File: config.mk
export PLATFORM = sky130hd
export DESIGN_NAME = reg_window_param_flat
export DESIGN_NICKNAME = d
export VERILOG_FILES = /design/src/rtl/reg_window_param_if.sv /design/src/rtl/reg_window_param.sv /design/src/flat_wrapper.sv
export SDC_FILE = /design/constraint.sdc
export NUM_CORES = 1
export LEC_CHECK = 0
export ABC_AREA = 1
export BUFFER_PORTS_ARGS = -buffer_cell sky130_fd_sc_hd__buf_4
export CORE_ASPECT_RATIO = 1.25
export CORE_MARGIN = 2
export CORE_UTILIZATION = 40
export DETAILED_ROUTE_END_ITERATION = 8
export PLACE_DENSITY = 0.54
export SYNTH_ARGS = -nofsm -noshare
export SYNTH_HDL_FRONTEND = slang
export SYNTH_SLANG_ARGS = --single-unit
File: constraint.sdc
create_clock -name CLK -period 43 [get_ports CLK]
set_input_delay 2.15 -clock CLK [delete_from_list [all_inputs] [get_ports CLK]]
set_output_delay 2.15 -clock CLK [all_outputs]
set_load 0.03 [all_outputs]
File: src/rtl/reg_window_param_if.sv
// reg_window_param_if: operation/read bus for reg_window_param
// master drives start/mode/addr/data_i/rd_addr; slave returns read data, evict word, occupancy and error flags
interface reg_window_param_if #(
    parameter int WIDTH = 32,
    parameter int DEPTH = 16
);
    localparam int AW = $clog2(DEPTH);
    logic             start;
    logic [1:0]       mode;
    logic [AW-1:0]    addr;
    logic [WIDTH-1:0] data_i;
    logic [AW-1:0]    rd_addr;
    logic [WIDTH-1:0] rd_data;
    logic [WIDTH-1:0] evict_o;
    logic             evict_valid_o;
    logic [AW:0]      count_o;
    logic             full_o;
    logic             empty_o;
    logic             err_o;
    modport master (
        output start, mode, addr, data_i, rd_addr,
        input  rd_data, evict_o, evict_valid_o, count_o, full_o, empty_o, err_o
    );
    modport slave (
        input  start, mode, addr, data_i, rd_addr,
        output rd_data, evict_o, evict_valid_o, count_o, full_o, empty_o, err_o
    );
endinterface

File: src/rtl/reg_window_param.sv
// reg_window_param: DEPTH x WIDTH shift/write register window with eviction, occupancy count and async reset
// ports: CLK clock, RST async active-high reset, bus slave modport (op inputs, comb read, registered evict/count/err)
module reg_window_param #(
    parameter int WIDTH = 32,
    parameter int DEPTH = 16
) (
    input logic CLK,
    input logic RST,
    reg_window_param_if.slave bus
);
    localparam int AW = $clog2(DEPTH);
    localparam logic [AW:0] DEPTH_C = (AW+1)'(DEPTH);
    localparam logic [1:0] MODE_SHIFT = 2'b01;
    localparam logic [1:0] MODE_WRITE = 2'b10;
    localparam logic [1:0] MODE_CLEAR = 2'b11;
    logic [WIDTH-1:0] entry_q [DEPTH];
    logic [WIDTH-1:0] entry_d [DEPTH];
    logic [AW:0]      count_q, count_d;
    logic [WIDTH-1:0] evict_q, evict_d;
    logic             evict_valid_q, evict_valid_d;
    logic             err_q, err_d;
    logic             full;
    assign full = count_q == DEPTH_C;
    always_comb begin
        entry_d = entry_q;
        count_d = count_q;
        evict_d = evict_q;
        evict_valid_d = 1'b0;
        err_d = 1'b0;
        if (bus.start) begin
            case (bus.mode)
                MODE_SHIFT: begin
                    for (int i = 1; i < DEPTH; i++) entry_d[i] = entry_q[i-1];
                    entry_d[0] = bus.data_i;
                    if (full) begin
                        evict_d = entry_q[DEPTH-1];
                        evict_valid_d = 1'b1;
                    end else begin
                        count_d = count_q + 1'b1;
                    end
                end
                MODE_WRITE: begin
                    // addresses past DEPTH only exist for non-power-of-two depths
                    if ({1'b0, bus.addr} < DEPTH_C) entry_d[bus.addr] = bus.data_i;
                    else err_d = 1'b1;
                end
                MODE_CLEAR: begin
                    for (int i = 0; i < DEPTH; i++) entry_d[i] = '0;
                    count_d = '0;
                end
                default: ;
            endcase
        end
    end
    always_ff @(posedge CLK or posedge RST) begin
        if (RST) begin
            for (int i = 0; i < DEPTH; i++) entry_q[i] <= '0;
            count_q <= '0;
            evict_q <= '0;
            evict_valid_q <= 1'b0;
            err_q <= 1'b0;
        end else begin
            entry_q <= entry_d;
            count_q <= count_d;
            evict_q <= evict_d;
            evict_valid_q <= evict_valid_d;
            err_q <= err_d;
        end
    end
    // reads see the registered array, so a same-cycle op is not visible until after the edge
    assign bus.rd_data = ({1'b0, bus.rd_addr} < DEPTH_C) ? entry_q[bus.rd_addr] : '0;
    assign bus.evict_o = evict_q;
    assign bus.evict_valid_o = evict_valid_q;
    assign bus.count_o = count_q;
    assign bus.full_o = full;
    assign bus.empty_o = count_q == '0;
    assign bus.err_o = err_q;
endmodule

File: src/flat_wrapper.sv
// flat-port wrapper written by rule: the top's interface ports become plain ports
module reg_window_param_flat 
#(
    parameter int WIDTH = 32,
    parameter int DEPTH = 16
)
  (CLK, RST, bus_start, bus_mode, bus_addr, bus_data_i, bus_rd_addr, bus_rd_data, bus_evict_o, bus_evict_valid_o, bus_count_o, bus_full_o, bus_empty_o, bus_err_o);
  reg_window_param_if #(.WIDTH(WIDTH), .DEPTH(DEPTH)) bus_i ();
  input logic CLK;
  input logic RST;
  input wire logic [$bits(bus_i.start)-1:0] bus_start;
  input wire logic [$bits(bus_i.mode)-1:0] bus_mode;
  input wire logic [$bits(bus_i.addr)-1:0] bus_addr;
  input wire logic [$bits(bus_i.data_i)-1:0] bus_data_i;
  input wire logic [$bits(bus_i.rd_addr)-1:0] bus_rd_addr;
  output wire logic [$bits(bus_i.rd_data)-1:0] bus_rd_data;
  output wire logic [$bits(bus_i.evict_o)-1:0] bus_evict_o;
  output wire logic [$bits(bus_i.evict_valid_o)-1:0] bus_evict_valid_o;
  output wire logic [$bits(bus_i.count_o)-1:0] bus_count_o;
  output wire logic [$bits(bus_i.full_o)-1:0] bus_full_o;
  output wire logic [$bits(bus_i.empty_o)-1:0] bus_empty_o;
  output wire logic [$bits(bus_i.err_o)-1:0] bus_err_o;
  assign bus_i.start = bus_start;
  assign bus_i.mode = bus_mode;
  assign bus_i.addr = bus_addr;
  assign bus_i.data_i = bus_data_i;
  assign bus_i.rd_addr = bus_rd_addr;
  assign bus_rd_data = bus_i.rd_data;
  assign bus_evict_o = bus_i.evict_o;
  assign bus_evict_valid_o = bus_i.evict_valid_o;
  assign bus_count_o = bus_i.count_o;
  assign bus_full_o = bus_i.full_o;
  assign bus_empty_o = bus_i.empty_o;
  assign bus_err_o = bus_i.err_o;
  reg_window_param #(.WIDTH(WIDTH), .DEPTH(DEPTH)) u_core (.CLK(CLK), .RST(RST), .bus(bus_i));
endmodule
# ---- After elaboration in Yosys (flattened, before gate mapping)
# Index checks and enable logic that the tools add are counted.
dict set report totals {
  reg_bits 550
  latch_bits 0
  ramBits 0
  romBits 0
  output_inout_bits 73
  memories 0
}
dict set report op_classes {
  add_sub_neg 1
  n_mul 0
  n_div 0
  magnitude_cmp 3
  eq_ne 5
  shift 0
  n_mux 12
  n_bitwise 2
  reduce_logical 7
}
# operator n
set op_table {}
lappend op_table {{case mux 512 bit (3 select lines)} 1}
lappend op_table {{bitwise mux 512 bit} 1}
lappend op_table {{binary-select mux 32 bit (select 4 bit)} 1}
lappend op_table {{demux 32 bit (select 4 bit)} 1}
lappend op_table {{two-way mux 32 bit} 3}
lappend op_table {{greater-or-equal comparator 5 bit, second input constant} 2}
lappend op_table {{NOT 4 -> 5 bit} 2}
lappend op_table {{case mux 5 bit (2 select lines)} 1}
lappend op_table {{AND reduction 3 bit} 2}
lappend op_table {{adder 5 x 1 -> 5 bit, second input constant} 1}
lappend op_table {{equality test 5 bit, second input constant} 1}
lappend op_table {{zero test 5 bit} 1}
lappend op_table {{< comparator 5 x 1 -> 1 bit, second input constant} 1}
lappend op_table {{two-way mux 5 bit} 1}
lappend op_table {{equality test 2 bit, second input constant} 2}
lappend op_table {{two-way mux 1 bit} 3}
lappend op_table {{nonzero test 3 bit} 1}
lappend op_table {{equality test 2 x 1 -> 1 bit, second input constant} 1}
lappend op_table {{inequality test 2 bit, second input constant} 1}
lappend op_table {{AND reduction 2 bit} 1}
lappend op_table {{nonzero test 2 bit} 1}
lappend op_table {{logical AND 1 bit} 1}

# ---- Longest topological paths before layout
# Gate-level depths: netlist (run 1).
dict set report logic_depth {
  ltp_word 7
  ltp_mapped 10
}

# ---- Worst setup path after synthesis (run 1)
# OpenSTA, ideal clock, no wires.
dict set report synth_timing {
  kind {in2out}
  start {input port bus_rd_addr[1]}
  end {output port bus_rd_data[10]}
  arrival_ps 3367
  slack_ps 37483
  cell_stages 8
  n_path_buf 3
  cell_sequence {buf_2 > clkinv_1 > clkbuf_1 > clkbuf_1 > nand3_1 > nand3_1 > nand3_1 > nand2_1}
}
dict set report synth_between {
  elab_chain_cells 4
}
# element line
set synth_rtl {}
lappend synth_rtl {{start, declared} flat_wrapper.sv:15} ;# input wire logic [$bits(bus_i.rd_addr)-1:0] bus_rd_addr;
lappend synth_rtl {{NOT 4 -> 5 bit (implied by the code)} reg_window_param.sv:71} ;# assign bus.rd_data = ({1'b0, bus.rd_addr} < DEPTH_C) ? entry_q[bus.rd_addr] : '0;
lappend synth_rtl {{binary-select mux 32 bit (select 4 bit)} reg_window_param.sv:71}
lappend synth_rtl {{two-way mux 32 bit (implied by the code) (2 in series)} reg_window_param.sv:71}
lappend synth_rtl {{end, declared} flat_wrapper.sv:16} ;# output wire logic [$bits(bus_i.rd_data)-1:0] bus_rd_data;
# No other way between the ends. The select of a mux whose other input is x is not followed.

# ---- Worst setup path after layout (run 1)
dict set report layout_timing {
  start {input port bus_rd_addr[1]}
  end {output port bus_rd_data[6]}
}
# The elaborated chain is that of the path after synthesis.

==> results of run 1 <==
[kinds of logic after synthesis]
logic type      count (synthesis)  share of synthesized area, %
simple gates                 2839                          37.6
flops                         550                          44.1
fa+ha+maj                       2                        0.0801
other cells                     1                        0.0120
compound gates                393                          7.57
buf+inv                       849                          10.7
[power by group through the flow]
stage	logic (mW)	clock network, mW	registers, mW
finish	0.443	0.561	0.714
global route	0.496	0.588	0.727
CTS	0.439	0.566	0.711
detailed placement	0.437	0	0.718
global placement	0.434	0	0.718
floorplan	0.306	0	0.704
[state kept, by name, summed over array words and instances, names as in the netlist]
| name | count |
|---|---|
| u_core.bus.count_o | 5 |
| u_core.bus.evict_o | 32 |
| u_core.bus.evict_valid_o | 1 |
| u_core.entry_q | 512 |
[metal layers]
metal  up-vias  global-route usage, %
li1      14525                      -
met1     15675                   44.9
met2      1538                   53.0
met3       358                   7.68
met4         4                   20.8
met5         -                      0
[layout make-up]
type / instances / area (sq um)
repair buffers: 182 / 1410
clock inverters: 19 / 278
clock buffers: 91 / 1800
inverters: 522 / 2000
diodes: 2 / 5.00
well taps: 1044 / 1310
flip-flops and latches: 550 / 13800
multi-input cells: 3235 / 14200
fillers: 8317 / 42500
[worst max path at each step]
stage / startpoint / end / cells after the start
floorplan: RST / u_core.bus.count_o[0] / 1
global placement: bus_rd_addr[1] / bus_rd_data[24] / 8
detailed placement: bus_rd_addr[1] / bus_rd_data[24] / 8
CTS: bus_rd_addr[1] / bus_rd_data[24] / 8
global route: bus_rd_addr[1] / bus_rd_data[24] / 8
finish: bus_rd_addr[1] / bus_rd_data[6] / 8
[cell usage after synthesis (all sizes together)]
master  count  area share, %
clkinv      2          0.028
inv       520            6.2
a21oi      32           0.51
conb        1          0.012
buf       149            2.3
o21ai      56           0.90
nor2      118            1.7
nand4       1          0.020
o211ai     12           0.29
ha          2          0.080
o22ai     293            5.9
nand3     784             13
clkbuf    178            2.1
dfrtp     550             44
or2         3          0.060
nand2    1933             23
[worst register-to-register path: cells and delay by family, from the launching register on]
kind,cells,cell delay [ps]
AOI/OAI and AO/OA,1,130
adders and majority gates,1,180
buffers and inverters,2,560
DFF,1,420
and+or+nand+nor,3,630
==> reports/metrics.yaml, run 1 <==
fin_util_pct: 45.0
fmax_ghz: 0.131
final_cell_mix: "1,927 x nand2_1, 784 x nand3_1, 550 x dfrtp_1"
hold_class: "reg -> reg"
pwr-share-clk_pct: 32.7
postRouteWirelength_mm: 139
crit_family: "buffers and inverters"
synth_cell_type_count: 24
vias: 32100
ff2ff_setup_slack_ps: 41000
fp.dieH_microns: 316
slew_headroom_pct: 11.1
gr-usage-all-layers_pct: 34.6
tightest_slew_ps: 1330
placed_area_sq_um: 32700
clock_latency_ps: 670
wl_met3_mm: 13.4
combPwrFrac_pct: 25.8
portBuffers: 116
power_switching_uw: 607
start_kind: "input pin"
start_util_pct: 40.4
path_class: "in -> out"
final_area_sq_um: 34800
dr_wl_met2_mm: 61.3
routabilityCongestion: 0.869
internal_power_mw: 1.11
cts_tree: "done"
fp.dieW_microns: 254
cts_setup_buffers: 0
hold_buffers: 0
cts_resized: 0
r2r-end: "u_core.bus.evict_o[11]"
cap_violations: 0
setup_tns_ps: 0
outcome: "completed"
dp_hpwl_mm: 81.0
dr.max_layer_used: "met5"
min_to: "u_core.entry_q[372]"
cts_num_sinks: 550
final_common_cell: "nand2_1"
fin_ws_ps: 35360
worstHoldStart: "u_core.entry_q[372]"
avgViaCountPerCell: 5.69
grt_max_degree: 218
drt-met1-wl_mm: 55.0
grt_pass1_wl_mm: 205
rsz0062_at_grt: "false"
ys_seq_area_share_pct: 44.1
path_buf_inv: 4
crit_arrival_ps: 5490
leakage_nw: 17.9
pin_count: 118
reg2reg_depth: 7
slowest_delay_ps: 860
crit_fanout: 72
yosys_warnings: 0
grt_pass1_vias: 30265
r2r_start: "u_core.bus.count_o[0]"
period_minus_slack_ps: 7640
setup_viol: 0
worstSetupEndpointType: "output pin"
nets: 4599
drc: 0
post_drt_wl_per_cell_microns: 24.7
pre_cts_slack_ps: 35570
worstPathCellList: "buf_4, inv_4, buf_4, nand3_1, nand3_1, nand3_1, nand2_1, buf_4"
root_buffer: "clkbuf_16"
grt_overflow: 0
timing.final.max_slew_violations: 0
dpl.cell_count: 5533
skew_ps: 22.2
h-tree-depth: 2
syn_area_per_cell_sq_um: 6.74
switching_share_pct: 35.4
dieArea_sq_um: 80400
synth-seq-cells: 550
holdWs_ps: 475
period_share_pct: 17.8
max-vdd-ir-drop_mv: 0.0332
p_per_area_nw_per_um2: 49.4
area_delta_synth_final_pct: 11.3
drt_iter0_drc: 3748
critical_path_required_ps: 40850
antenna_found_initial: 3
final_cells: 5645
ant_nets: 0
layout-drive-gt1-share_pct: 7.20
synth_area_sq_um: 31200
num_rows: 114
drtPass1Iterations: 6
hold_viol: 0
core-area_sq_um: 77300
synthCells: 4634
clkTransAtPathRegs_ps: 60
holdPathStages: 2
cts_made_buffers: 61
p_total_mw: 1.72
cpMaxStageDelayCell: "buf_4"
syn_nets: 4681
power_frac_seq_pct: 41.5
cts.path.max_buffers: 3
Power figures use the tool's default switching activity.
==> run 2, diff against run 1 <==
clock period = 7.6 ns   (was 43 ns; I/O delays follow)
==> reports/metrics.yaml, run 2 (synthesis gave the netlist of run 1 again) <==
critical_path_required_ps: 7220
layout-drive-gt1-share_pct: 7.52
hold_viol: 0
ant_nets: 0
fin_util_pct: 45.2
reg2reg_depth: 7
crit_fanout: 126
cts_num_sinks: 550
holdPathStages: 5
min_to: "u_core.entry_q[166]"
p_per_area_nw_per_um2: 282
core-area_sq_um: 77300
timing.final.max_slew_violations: 0
postRouteWirelength_mm: 140
post_drt_wl_per_cell_microns: 24.7
final_cell_mix: "1,927 x nand2_1, 784 x nand3_1, 550 x dfrtp_1"
grt_max_degree: 168
cts_setup_buffers: 0
r2r_start: "u_core.bus.count_o[0]"
dp_hpwl_mm: 80.0
cts_tree: "done"
start_util_pct: 40.4
period_share_pct: 48.1
outcome: "completed"
holdWs_ps: 208
drtPass1Iterations: 9
cts_made_buffers: 66
max-vdd-ir-drop_mv: 0.127
antenna_found_initial: 8
cap_violations: 0
tightest_slew_ps: 1450
pin_count: 118
cpMostUsedCell: "nand3_1"
vias: 32325
drc: 0
root_buffer: "clkbuf_16"
slowest_delay_ps: 680
clock_latency_ps: 620
r2r-end: "u_core.bus.evict_o[23]"
p_total_mw: 9.85
slew_headroom_pct: 3.31
portBuffers: 116
drt_iter0_drc: 4171
ff2ff_setup_slack_ps: 5600
fmax_ghz: 0.273
clkTransAtPathRegs_ps: 60
fp.dieH_microns: 316
gr-usage-all-layers_pct: 34.7
grt_pass1_wl_mm: 206
period_minus_slack_ps: 3660
skew_ps: 21.6
area_delta_synth_final_pct: 11.9
path_class: "in -> out"
path_buf_inv: 4
grt_pass1_vias: 30442
dieArea_sq_um: 80400
fp.dieW_microns: 254
hold_class: "in -> reg"
h-tree-depth: 3
cpMaxStageDelayCell: "buf_4"
crit_arrival_ps: 3280
final_area_sq_um: 35000
cts_resized: 0
worstPathCellList: "buf_8, inv_8, buf_4, nand2_1, nand3_1, nand3_1, nand3_1, nand2_1, buf_4"
crit_family: "buffers and inverters"
rsz0062_at_grt: "false"
final_common_cell: "nand2_1"
avgViaCountPerCell: 5.71
nets: 4612
largest_reg_flops: 512
cts.path.max_buffers: 3
placed_area_sq_um: 32700
start_kind: "input pin"
leakage_nw: 18.0
top_register: "u_core.entry_q"
worstHoldStart: "bus_data_i[6]"
routabilityCongestion: 0.884
num_rows: 114
worstSetupEndpointType: "output pin"
setup_viol: 0
grt_overflow: 0
==> run 2: cell types whose count changed in the layout (fill, tap and decap cells not counted), sizes merged, moves of 2 or more <==
cell,change
clkbuf,+14
buf,+7
clkinv,-5
clkinvlp,+5
bufinv,-4
inv,-2
==> run 2: layout make-up <==
| class | count | area (sq um) |
|---|---|---|
| repair buffers | 190 | 1490 |
| well taps | 1044 | 1310 |
| clock buffers | 105 | 2060 |
| diodes | 1 | 2.50 |
| inverters | 522 | 1990 |
| flip-flops and latches | 550 | 13800 |
| multi-input cells | 3235 | 14200 |
| clock inverters | 13 | 154 |
| fillers | 8256 | 42300 |
==> run 2: how the worst max path moves through the flow <==
stage / to / slack [ps] / from / cells after the start
after floorplan: u_core.bus.count_o[0] / -260 / RST / 1
after global placement: bus_rd_data[9] / 4110 / bus_rd_addr[0] / 9
after detailed placement: bus_rd_data[9] / 4100 / bus_rd_addr[0] / 9
after CTS: bus_rd_data[9] / 4090 / bus_rd_addr[0] / 9
after global routing: bus_rd_data[9] / 3810 / bus_rd_addr[0] / 9
final: bus_rd_data[9] / 3940 / bus_rd_addr[0] / 9
==> run 2: where the power goes <==
part / internal (mW) / switching, mW / leakage [nW]
clock: 1.96 / 1.35 / 1.08
combinational: 0.821 / 1.68 / 9.70
sequential: 3.60 / 0.431 / 7.22
total: 6.39 / 3.47 / 18.0
==> run 2: tightest hold or removal path, delay by kind of cell <==
| kind | cells | cell delay [ps] |
|---|---|---|
| AND/OR/NAND/NOR | 3 | 230 |
| buffers and inverters | 2 | 160 |
==> run 2: timing repair <==
action,CTS,global route
hold endpoints to repair,29,0
hold buffers,1,0
setup endpoints to repair,0,0
==> run 2: routing by layer <==
layer  track usage, %  wire length [microns]  vias to the layer above  share of wire (%)
met5                0                     79                        -              0.057
met4             21.5                   9560                       12                6.9
li1                 -                      -                    14554                  -
met2             52.4                  60300                     1561                 43
met1             46.4                  56900                    15846                 41
met3             6.16                  12600                      352                9.1
==> run 2: metrics by stage <==
stage / instances / setup WS (ps) / TNS, ps
5_1_grt: 5659 / 3810 / 0
3_3_place_gp: 5540 / 4110 / 0
3_5_place_dp: 5540 / 4100 / 0
4_1_cts: 5659 / 4090 / 0
6_report: 5660 / 3940 / 0
2_1_floorplan: 4634 / -264 / -145120
